<file path="config.mk">
export PLATFORM = sky130hd
export DESIGN_NAME = pram_sram_log_fifo
export DESIGN_NICKNAME = d
export VERILOG_FILES = /design/src/rtl/pram_sram_log_fifo.sv
export SDC_FILE = /design/constraint.sdc
export NUM_CORES = 1
export LEC_CHECK = 0
export CAP_MARGIN = 20
export CELL_PAD_IN_SITES_DETAIL_PLACEMENT = 1
export CELL_PAD_IN_SITES_GLOBAL_PLACEMENT = 1
export CORE_ASPECT_RATIO = 0.9
export CORE_UTILIZATION = 52
export DETAILED_ROUTE_END_ITERATION = 16
export PLACE_DENSITY = 0.76
export REMOVE_ABC_BUFFERS = 1
export SLEW_MARGIN = 15
export SYNTH_ARGS = -nofsm -noshare
export SYNTH_HDL_FRONTEND = slang
export SYNTH_SLANG_ARGS = --single-unit
</file>
<file path="constraint.sdc">
create_clock -name clk -period 5.5 [get_ports clk]
set_input_delay 0.55 -clock clk [delete_from_list [all_inputs] [get_ports clk]]
set_output_delay 0.55 -clock clk [all_outputs]
set_load 0.02 [all_outputs]
</file>
<file path="src/rtl/pram_sram_log_fifo.sv">
// pram_sram_log_fifo: first-word fall-through failure log; full pushes are dropped and flagged sticky
module pram_sram_log_fifo #(
    parameter int ADDR_W = 18,
    parameter int DATA_W = 16,
    parameter int DEPTH  = 8
) (
    input  logic              clk,
    input  logic              clr_n,
    input  logic              clr,
    input  logic              push,
    input  logic [ADDR_W-1:0] push_addr,
    input  logic [DATA_W-1:0] push_syn,
    input  logic              pop,
    output logic              valid,
    output logic [ADDR_W-1:0] out_addr,
    output logic [DATA_W-1:0] out_syn,
    output logic              ovf
);
    localparam int PW = $clog2(DEPTH);
    logic [ADDR_W-1:0] mem_addr [DEPTH];
    logic [DATA_W-1:0] mem_syn [DEPTH];
    logic [PW-1:0] wr_ptr, rd_ptr;
    logic [PW:0] count;
    logic empty, full, do_pop, do_push;
    assign empty   = count == '0;
    assign full    = count == (PW+1)'(DEPTH);
    assign do_pop  = pop && !empty;
    assign do_push = push && (!full || do_pop);
    // pointers, occupancy and sticky overflow; a pop frees the slot a same-cycle push needs
    always_ff @(posedge clk or negedge clr_n) begin
        if (!clr_n) begin
            wr_ptr <= '0;
            rd_ptr <= '0;
            count  <= '0;
            ovf    <= 1'b0;
        end else if (clr) begin
            wr_ptr <= '0;
            rd_ptr <= '0;
            count  <= '0;
            ovf    <= 1'b0;
        end else begin
            wr_ptr <= wr_ptr + PW'(do_push);
            rd_ptr <= rd_ptr + PW'(do_pop);
            count  <= count + (PW+1)'(do_push) - (PW+1)'(do_pop);
            ovf    <= ovf | (push && !do_push);
        end
    end
    // entry storage, no reset needed since reads are masked while empty
    always_ff @(posedge clk) begin
        if (do_push) begin
            mem_addr[wr_ptr] <= push_addr;
            mem_syn[wr_ptr]  <= push_syn;
        end
    end
    assign valid    = !empty;
    assign out_addr = empty ? '0 : mem_addr[rd_ptr];
    assign out_syn  = empty ? '0 : mem_syn[rd_ptr];
endmodule

</file>
## Yosys cells after proc, flatten, opt, wreduce, memory -nomap -nowiden

Memories as Yosys holds them, arrays and structs flattened.
Index checks and enable logic that the tools add are counted.
W data, S select, Z words.

| cells by class | value |
|---|---|
| add/sub/neg operators | 4 |
| equal/unequal tests | 1 |
| multiplexer cells | 8 |
| bitwise operators | 1 |
| reduce and logical (&&, ||, !) cells | 8 |

Operators with widths:

| cell | count |
|---|---|
| $mux W18 | 1 |
| $mux W16 | 1 |
| $add A3 B1 Y3 | 2 |
| $mux W3 | 2 |
| $add A4 B1 Y4 | 1 |
| $eq A4 B4 Y1 const B | 1 |
| $logic_not A4 Y1 | 1 |
| $mux W4 | 1 |
| $sub A4 B1 Y4 | 1 |
| $logic_and A1 B1 Y1 | 3 |
| $logic_not A1 Y1 | 3 |
| $mux W1 | 3 |
| $logic_or A1 B1 Y1 | 1 |
| $or A1 B1 Y1 | 1 |

| storage, ports and cells | value |
|---|---|
| flip-flop bits (word level) | 11 |
| bits in writable memories | 272 |
| bits of input ports | 39 |
| output and inout bits | 36 |
| logic and storage cells | 28 |
| memories | 2 |

Memory list:

| memory | words | bits a word | read ports | clocked after Yosys merged registers in | wr ports | RTL line | RTL |
|---|---|---|---|---|---|---|---|
| mem_addr | 8 | 18 | 1 | 0 | 1 | 20 | `logic [ADDR_W-1:0] mem_addr [DEPTH];` |
| mem_syn | 8 | 16 | 1 | 0 | 1 | 21 | `logic [DATA_W-1:0] mem_syn [DEPTH];` |

## Depth between registers and ports, before layout

Gate-level depths: netlist of run 1.

| logic depth | value |
|---|---|
| word-level depth | 9 |
| depth in mapped cells | 9 |

## Worst setup path before layout of run 1

No wires, ideal clock.

| timing | value |
|---|---|
| path type | input -> register |
| start | input pop |
| end | memory mem_addr[0][0], enable pin |
| library setup time | 0.510 ns |
| data arrival time | 4.159 ns |
| required time | 4.990 ns |
| setup slack | 0.831 ns |
| cell stages on the path | 3 |
| buffers on the path | 0 |
| cell sequence | nor2b_1 -> o21ai_1 -> nor4_1 |

| on the way | value |
|---|---|
| cells in the longest elaborated chain, start to end | 5 |

RTL lines:

| what | RTL line | RTL |
|---|---|---|
| start, declared | 13 | `input logic pop,` |
| $logic_and A1 B1 Y1 | 27 | `assign do_pop = pop && !empty;` |
| $logic_or A1 B1 Y1 | 28 | `assign do_push = push && (!full \|\| do_pop);` |
| $logic_and A1 B1 Y1 | 28 |  |
| $mux W1 | 50 | `if (do_push) begin` |
| $mux W1 (not written as such) | 51 | `mem_addr[wr_ptr] <= push_addr;` |
| end, declared | 20 |  |

No other way between the ends.

## Worst setup path after layout of run 1

| timing | value |
|---|---|
| start | register rd_ptr[0] |
| end | output out_addr[4] |

| on the way | value |
|---|---|
| cells in the longest elaborated chain, start to end | 2 |

RTL lines:

| what | RTL line | RTL |
|---|---|---|
| start, declared | 22 | `logic [PW-1:0] wr_ptr, rd_ptr;` |
| start signal, assigned | 43 | `rd_ptr <= rd_ptr + PW'(do_pop);` |
| $mem_v2 Z8 W18 | n/a |  |
| $mux W18 | 56 | `assign out_addr = empty ? '0 : mem_addr[rd_ptr];` |
| end, declared | 15 | `output logic [ADDR_W-1:0] out_addr,` |

No other way between the ends.

==> flow_summary_export.csv, run 1 <==
group,metric,value,unit
final_layout,final_common_cell,"edfxtp_1",
synth,synthArstFlopShare,3.887,%
final_layout,syn_to_final_growth,19.05,%
final_layout,mostFrequentLayoutCells,"edfxtp_1 (272), clkdlybuf4s50_1 (74), mux4_2 (68)",
sta,setup_ws,1.653,ns
setup_path,r2r-start,"count[2]",
routing,drt-total-wl,22.17,mm
routing,drtAntennaViolNets,0,
sta,rsz0062_at_grt,"no",
final_layout,final_area,12910,sq um
floorplan,die_y,139.0,um
cts,htree_levels,1,
setup_path,required,4.95,ns
cts,cts_buffers,28,
synth,synth-seq-area-share,77.83,%
cts,cts-resized-gates,0,
synth,synth.avg_cell_area,23.38,sq um
sta,maxSlewViolCount,0,
global_route,grt_pass1_wl,33.57,mm
final_layout,layout.cells.non_filler,834,
floorplan,ioPinCount,75,
sta,fin_crit,3.847,ns
sta,maxSlewHeadroom,29.93,%
flow_run,drv_cap,0,
sta,timing.final.setup_violations,0,
routing,via_count,5081,
setup_path,cp.arrival,3.30,ns
global_route,grt_overflow,0,
synth,synth_cells,464,
setup_path,worstSetupPathType,"reg -> out",
synth,yosysWarnings,0,
worst_hold_path,min_path_type,"in -> async",
cts,post_cts_buffers,0,
pwr,ir_worst_vdd,0.6711,mV
final_layout,nets,606,
pwr,powerDensity,506.2,nW/um^2
routing,routedWlPerCell,26.59,um
status,status,"complete, no violations",
synth,synth_edf_count,272,
sta,skew,0.009702,ns
global_route,antenna_found_initial,2,
place,pre_cts_ws,2.145,ns
synth,synth_flop_cell,"edfxtp_1",
floorplan,fp-row-count,49,
floorplan,dieArea,21440,sq um
sta,worst_pin_slew,1.051,ns
cts,clkLatencyLatePin,0.53,ns
synth,ys_types,31,
sta,fmax,259.9,MHz
floorplan,initial_core_util,53.62,%
global_route,grt_usage,21.44,%
global_route,grt_start_max_net_pins,70,
routing,drc,0,
setup_path,reg2reg_depth,9,
global_route,grt_pass1_vias,5568,
place,hpwl,12.50,mm
pwr,power,6.537,mW
cts,root_buffer,"clkbuf_16",
setup_path,worstSetupStartpointType,"flip-flop",
place,dpl-instance-area,11890,sq um
cts,cts_hold_buf,0,
place,place_inst,781,
cts,cts.clk_slew.worst_paths,0.06,ns
floorplan,core,20230,sq um
sta,min_period_over_period,69.95,%
place,io_buffers,74,
synth,synth_area,10850,sq um
place,gp_congestion,0.7195,
setup_path,end_kind,"primary output",
floorplan,die_w,154.2,um
sta,hold_viol_final,0,
cts,numClockSinks,283,
setup_path,path_max_fanout,34,
pwr,leakage,4.175,nW
routing,viasPerCell,6.092,
cts,tritoncts,"built",
final_layout,n_antenna_cell,0,
setup_path,rr_endpoint,"count[3]",
final_layout,drive_gt1_share,24.87,%
sta,final.setup.tns,0,ns
synth,ys_ff_latch,283,
routing,dr.pass1.iters,4,
cts,clk_path_buf_depth,3,
setup_path,reg2reg_slack,2.58,ns
routing,drt_iter0_drc,323,
cells in the mapped netlist (2+ instances only):
| cell | count | area (sq um) |
|---|---|---|
| dfrtp_1 | 11 | 275.3 |
| nor2_1 | 7 | 26.28 |
| edfxtp_1 | 272 | 8168 |
| inv_1 | 4 | 15.01 |
| nor3_1 | 4 | 20.02 |
| a22o_1 | 34 | 297.8 |
| buf_2 | 14 | 70.07 |
| nor2b_1 | 9 | 56.30 |
| buf_12 | 3 | 60.06 |
| ha_1 | 9 | 112.6 |
| clkbuf_1 | 6 | 22.52 |
| buf_6 | 2 | 22.52 |
| xnor2_1 | 3 | 26.28 |
| mux4_2 | 68 | 1531 |
| nand2b_1 | 2 | 12.51 |
cell families after synthesis:
family	synth area share [%]
DFF	77.83
muxes	14.22
AOI/OAI and AO/OA	3.114
and+or+nand+nor	1.615
buffers and inverters	1.753
adders and majority gates	1.223
xor gates and xnor gates	0.2423
routing by layer:
layer,global-route usage (%),routed length (um)
met1,28.76,9192
met5,0,19
met4,4.474,361
met2,37.11,11490
met3,3.813,1108
registers in the layout, indices dropped and copies added, names as in the netlist:
register  count
mem_addr    144
mem_syn     128
count         4
rd_ptr        3
wr_ptr        3
ovf           1
worst max path at each step:
stage	from	to	slack, ns	depth (start not counted)
6_report	rd_ptr[0]	out_addr[4]	1.65	4
5_1_grt	rd_ptr[0]	out_syn[3]	1.44	4
4_1_cts	rd_ptr[0]	out_addr[4]	1.57	4
3_5_place_dp	rd_ptr[0]	out_syn[3]	2.14	4
3_3_place_gp	rd_ptr[0]	out_addr[4]	2.16	4
2_1_floorplan	pop	mem_addr[0][0]	0.83	3
worst max-delay path: stages, from the launching register on:
cell and delay (ns):
dfrtp_4 0.88, buf_4 0.50, mux4_2 0.56, a22o_1 0.25, clkdlybuf4s50_1 0.53
through the flow:
stage	utilization [%]	hold WS, ns
3_3_place_gp	58.79	0.4971
6_report	63.83	0.3561
4_1_cts	63.74	0.3618
5_1_grt	63.83	0.3801
2_1_floorplan	-	0.2544
3_5_place_dp	58.79	0.5162
power breakdown:
| group | internal, mW | switching, mW | leakage, nW |
|---|---|---|---|
| logic | 0.958 | 0.868 | 1.08 |
| clock network | 1.25 | 0.782 | 0.485 |
| registers | 2.52 | 0.163 | 2.61 |
| total | 4.72 | 1.81 | 4.18 |
final cells by class:
cell class / count / area [sq um]
flip-flops and latches: 283 / 8451
fillers: 1625 / 7317
multi-input cells: 152 / 2271
repair buffers: 88 / 858.3
clock buffers: 36 / 792.0
well taps: 255 / 319.1
clock inverters: 16 / 209.0
inverters: 4 / 15.01
No activity file was read; power rests on OpenSTA's default activity.
==> inputs of run 2 (changes only) <==
- CORE_UTILIZATION: 52 -> 47
- PLACE_DENSITY: 0.76 -> 0.73
- clock period: 5.5 -> 3.2 ns (I/O delays scaled with it)
==> run 2 against run 1 <==
- critical path type unchanged
- clock-buffer cell count decreased by 1
- sequential power increased by 65%
- routed wire length grew 3.6%
- setup slack got worse by 1.6 ns
- register-to-register slack lost 2.3 ns
- non-clock buffer count increased by 10
- sequential share of layout area is 0.87 points lower
- flip-flop and latch count is the same
- core utilization shrank 5.9 points
- combinational power grew 91%
==> flow_summary_export.csv, run 2 (same netlist as run 1, synthesis figures left out) <==
group,metric,value,unit
routing,dr.pass1.iters,5,
setup_path,worstSetupPathType,"reg -> out",
global_route,antenna_found_initial,1,
setup_path,path_max_fanout,10,
pwr,power,11.17,mW
sta,skew,0.01400,ns
final_layout,nets,619,
cts,tritoncts,"built",
routing,viasPerCell,5.744,
floorplan,dieArea,23690,sq um
global_route,grt_pass1_vias,5609,
routing,via_count,5101,
sta,hold_viol_final,0,
final_layout,drive_gt1_share,24.87,%
sta,final.setup.tns,0,ns
global_route,grt_pass1_wl,34.96,mm
setup_path,slowest_stage,"clkdlybuf4s50_1",
global_route,grt_usage,20.15,%
routing,drt_iter0_drc,395,
setup_path,cp.arrival,2.79,ns
cts,clk_path_buf_depth,3,
sta,maxSlewHeadroom,42.55,%
cts,numClockSinks,283,
final_layout,final_area,13090,sq um
global_route,grt_overflow,0,
routing,drtAntennaViolNets,0,
cts,cts.clk_slew.worst_paths,0.07,ns
final_layout,mostFrequentLayoutCells,"edfxtp_1 (272), mux4_2 (68), clkdlybuf4s50_1 (61)",
place,gp_congestion,0.6922,
floorplan,die_w,162.1,um
flow_run,drv_cap,0,
place,hpwl,12.59,mm
setup_path,slowest_delay,0.55,ns
sta,rsz0062_at_grt,"no",
floorplan,ioPinCount,75,
cts,cts_hold_buf,0,
pwr,leakage,4.373,nW
routing,drt-total-wl,22.97,mm
setup_path,path_cells,"inv_1 -> ha_1 -> or3b_4 -> nor2b_4 -> buf_4 -> a22o_1 -> clkdlybuf4s50_1",
status,status,"complete, no violations",
routing,routedWlPerCell,25.86,um
worst_hold_path,min_path_type,"in -> async",
final_layout,final_common_cell,"edfxtp_1",
setup_path,required,2.88,ns
cts,clkLatencyLatePin,0.55,ns
setup_path,cp.depth,7,
place,io_buffers,74,
setup_path,worstSetupStartpointType,"flip-flop",
setup_path,critical-path-top-delay-family,"buffers and inverters",
sta,worst_pin_slew,0.8579,ns
floorplan,initial_core_util,48.05,%
global_route,grt_start_max_net_pins,47,
final_layout,n_antenna_cell,0,
place,dpl-instance-area,12080,sq um
sta,maxSlewViolCount,0,
cts,root_buffer,"clkbuf_16",
floorplan,core,22580,sq um
sta,timing.final.setup_violations,0,
cts,cts_buffers,29,
floorplan,fp-row-count,52,
final_layout,nFillCells,1891,
final_layout,syn_to_final_growth,20.62,%
setup_path,end_kind,"primary output",
sta,fin_worst_hold_slack,0.1140,ns
pwr,ir_worst_vdd,0.4958,mV
pwr,powerDensity,853.3,nW/um^2
cts,htree_levels,1,
sta,fin_crit,3.112,ns
sta,fmax,321.4,MHz
final_layout,largest_registers,"mem_addr x144, mem_syn x128, count x4",
floorplan,die_y,146.1,um
sta,min_period_over_period,97.24,%
final_layout,largest_register_ffs,144,
setup_path,reg2reg_depth,9,
setup_path,path_buf_inv,3,
final_layout,largest_register,"mem_addr",
routing,drc,0,
-- run 2: cell count changes in the layout (fill, tap and decap cells not counted), sizes merged, moves of 2 or more --
cell / delta
clkinv: +3
clkinvlp: -2
buf: +10
dlymetal6s2s: +12
bufinv: -2
inv: +2
clkdlybuf4s50: -13
-- run 2: report_power, final --
part | switching, mW | internal [mW] | leakage, nW
Clock | 1.34 | 1.90 | 0.438
Sequential | 0.100 | 4.33 | 2.61
Combinational | 1.75 | 1.75 | 1.32
Total | 3.19 | 7.98 | 4.37
-- run 2: final timing paths --
path / from / end / slack [ns]
setup / recovery: count[2] / out_syn[12] / 0.09
hold / removal: clr_n / count[1] / 0.11
setup reg to reg: count[2] / count[3] / 0.33
hold reg to reg: ovf / ovf / 0.52
max in group asynchronous: clr_n / rd_ptr[0] / 2.70
min in group clk: push_addr[4] / mem_addr[6][4] / 0.51
-- run 2: timing repair --
action / in CTS / in global routing
resized for setup: 3 / 12
cloned: 2 / 0
setup endpoints to repair: 34 / 16
buffers inserted: 4 / 1
-- run 2: area by class of cell --
type	count	area [sq um]	share of cell area, %
clock inverter	17	158.9	1.214
clock buffer	35	748.2	5.718
timing repair buffer	98	1050	8.023
inverter	4	15.01	0.1147
multi-input combinational	154	2293	17.53
sequential	283	8448	64.56
tap	297	371.6	2.840
-- run 2: per-layer routing --
metal | GRT usage, % | vias to the layer above | wire [um]
met2 | 32.42 | 148 | 11290
met5 | 0 | - | 17
li1 | - | 2188 | -
met1 | 29.08 | 2725 | 9889
met4 | 5.047 | 2 | 415
met3 | 3.182 | 38 | 1350
-- run 2: metrics by stage --
stage	utilization [%]	setup WS (ns)	instances
2_1_floorplan	-	-1.463	439
3_3_place_gp	53.49	0.1757	829
3_5_place_dp	53.49	0.1316	829
4_1_cts	57.74	0.01605	887
5_1_grt	57.96	0.003192	888
6_report	57.96	0.08823	888
==> inputs of run 3 (changes only) <==
- RECOVER_POWER: default -> 100
==> run 3 against run 2 <==
- cell area down 1.6%
- die area is the same
- total power shrank 1.4%
- largest cell class unchanged
- first-iteration DRC count increased by 6.1%
- via count decreased by 0.22%
- highest routed layer unchanged
==> flow_summary_export.csv, run 3 (same netlist as run 1, synthesis figures left out) <==
group,metric,value,unit
status,status,"complete, no violations",
cts,htree_levels,1,
sta,hold_viol_final,0,
routing,routedWlPerCell,25.88,um
final_layout,largest_register,"mem_addr",
cts,root_buffer,"clkbuf_16",
place,pre_cts_ws,0.1316,ns
routing,drc,0,
global_route,grt_pass1_vias,5609,
routing,viasPerCell,5.732,
global_route,grt_usage,20.15,%
cts,clk_path_buf_depth,3,
sta,setup_ws,0.07884,ns
setup_path,worstSetupStartpointType,"flip-flop",
global_route,grt_overflow,0,
cts,numClockSinks,283,
cts,cts_buffers,29,
global_route,grt_pass1_wl,34.96,mm
sta,skew,0.01428,ns
pwr,leakage,4.189,nW
final_layout,mostFrequentLayoutCells,"edfxtp_1 (272), mux4_2 (68), dlygate4sd3_1 (37)",
floorplan,die_w,162.1,um
routing,drt-total-wl,22.99,mm
sta,maxSlewHeadroom,26.97,%
worst_hold_path,min_path_type,"in -> async",
pwr,ir_worst_vdd,0.4962,mV
sta,fmax,320.4,MHz
place,gp_congestion,0.6922,
routing,drt_iter0_drc,419,
setup_path,path_buf_inv,3,
setup_path,path_cells,"inv_1 -> ha_1 -> or3b_4 -> nor2b_4 -> buf_4 -> a22o_1 -> clkdlybuf4s50_1",
setup_path,end_kind,"primary output",
sta,maxSlewViolCount,0,
floorplan,die_y,146.1,um
final_layout,largest_registers,"mem_addr x144, mem_syn x128, count x4",
setup_path,critical-path-top-delay-family,"buffers and inverters",
final_layout,utilization,57.01,%
pwr,powerDensity,855.6,nW/um^2
sta,min_period_over_period,97.54,%
setup_path,required,2.88,ns
final_layout,final_common_cell,"edfxtp_1",
final_layout,drive_gt1_share,23.01,%
setup_path,worstSetupPathType,"reg -> out",
sta,timing.final.setup_violations,0,
floorplan,ioPinCount,75,
floorplan,dieArea,23690,sq um
setup_path,slowest_stage,"clkdlybuf4s50_1",
setup_path,cp.arrival,2.80,ns
setup_path,reg2reg_slack,0.30,ns
cts,tritoncts,"built",
final_layout,nets,619,
floorplan,core,22580,sq um
routing,via_count,5090,
setup_path,slowest_delay,0.55,ns
place,io_buffers,74,
cts,cts.clk_slew.worst_paths,0.07,ns
flow_run,drv_cap,0,
routing,drtAntennaViolNets,0,
floorplan,initial_core_util,48.05,%
final_layout,n_antenna_cell,0,
place,hpwl,12.59,mm
global_route,grt_start_max_net_pins,47,
sta,fin_crit,3.121,ns
pwr,power,11.01,mW
cts,clkLatencyLatePin,0.55,ns
sta,fin_worst_hold_slack,0.1848,ns
global_route,antenna_found_initial,1,
floorplan,fp-row-count,52,
routing,dr.pass1.iters,4,
sta,worst_pin_slew,1.095,ns
setup_path,path_max_fanout,10,
sta,rsz0062_at_grt,"no",
final_layout,largest_register_ffs,144,
final_layout,syn_to_final_growth,18.65,%
-- run 3: repair_timing --
item	4_1_cts	5_1_grt
gates cloned	2	0
hold buffers	0	0
buffers inserted	4	1
endpoints found under the setup margin	34	16
resized for setup	3	12
-- run 3: metal layers --
metal	vias up	global-route usage, %	part of all wire, %
met2	151	32.42	49
met3	40	3.182	5.3
met4	2	5.047	1.9
li1	2190	-	-
met1	2707	29.08	44
met5	-	0	0.074
-- run 3: path summary, 6_finish.rpt --
check | start | to | cells past startpoint
worst max-delay path | count[2] | out_syn[12] | 7
worst min-delay path | clr_n | count[1] | 1
worst max register to register | count[2] | mem_addr[5][15] | 6
worst min register to register | ovf | ovf | 1
max in group asynchronous | clr_n | rd_ptr[0] | 1
min in group clk | ovf | ovf | 1
-- run 3: through the flow --
| step | cell area, sq um | setup TNS, ns | instances |
|---|---|---|---|
| after floorplan | 10670 | -153.42 | 439 |
| after global routing | 12870 | 0 | 888 |
| after global placement | 12080 | 0 | 829 |
| after detailed placement | 12080 | 0 | 829 |
| after CTS | 13040 | 0 | 887 |
| final | 12870 | 0 | 888 |
-- run 3: area by class of cell --
type / count / area, sq um
well taps: 297 / 371.6
clock buffers: 35 / 748.2
fillers: 1923 / 9706
inverters: 4 / 15.01
flip-flops and latches: 283 / 8448
clock inverters: 17 / 158.9
repair buffers: 98 / 877.1
multi-input cells: 154 / 2252
-- run 3: power breakdown --
part | internal [mW] | switching (mW) | leakage [nW]
Combinational | 1.59 | 1.75 | 1.14
Sequential | 4.34 | 0.0970 | 2.61
Clock | 1.90 | 1.34 | 0.438
Total | 7.83 | 3.19 | 4.19
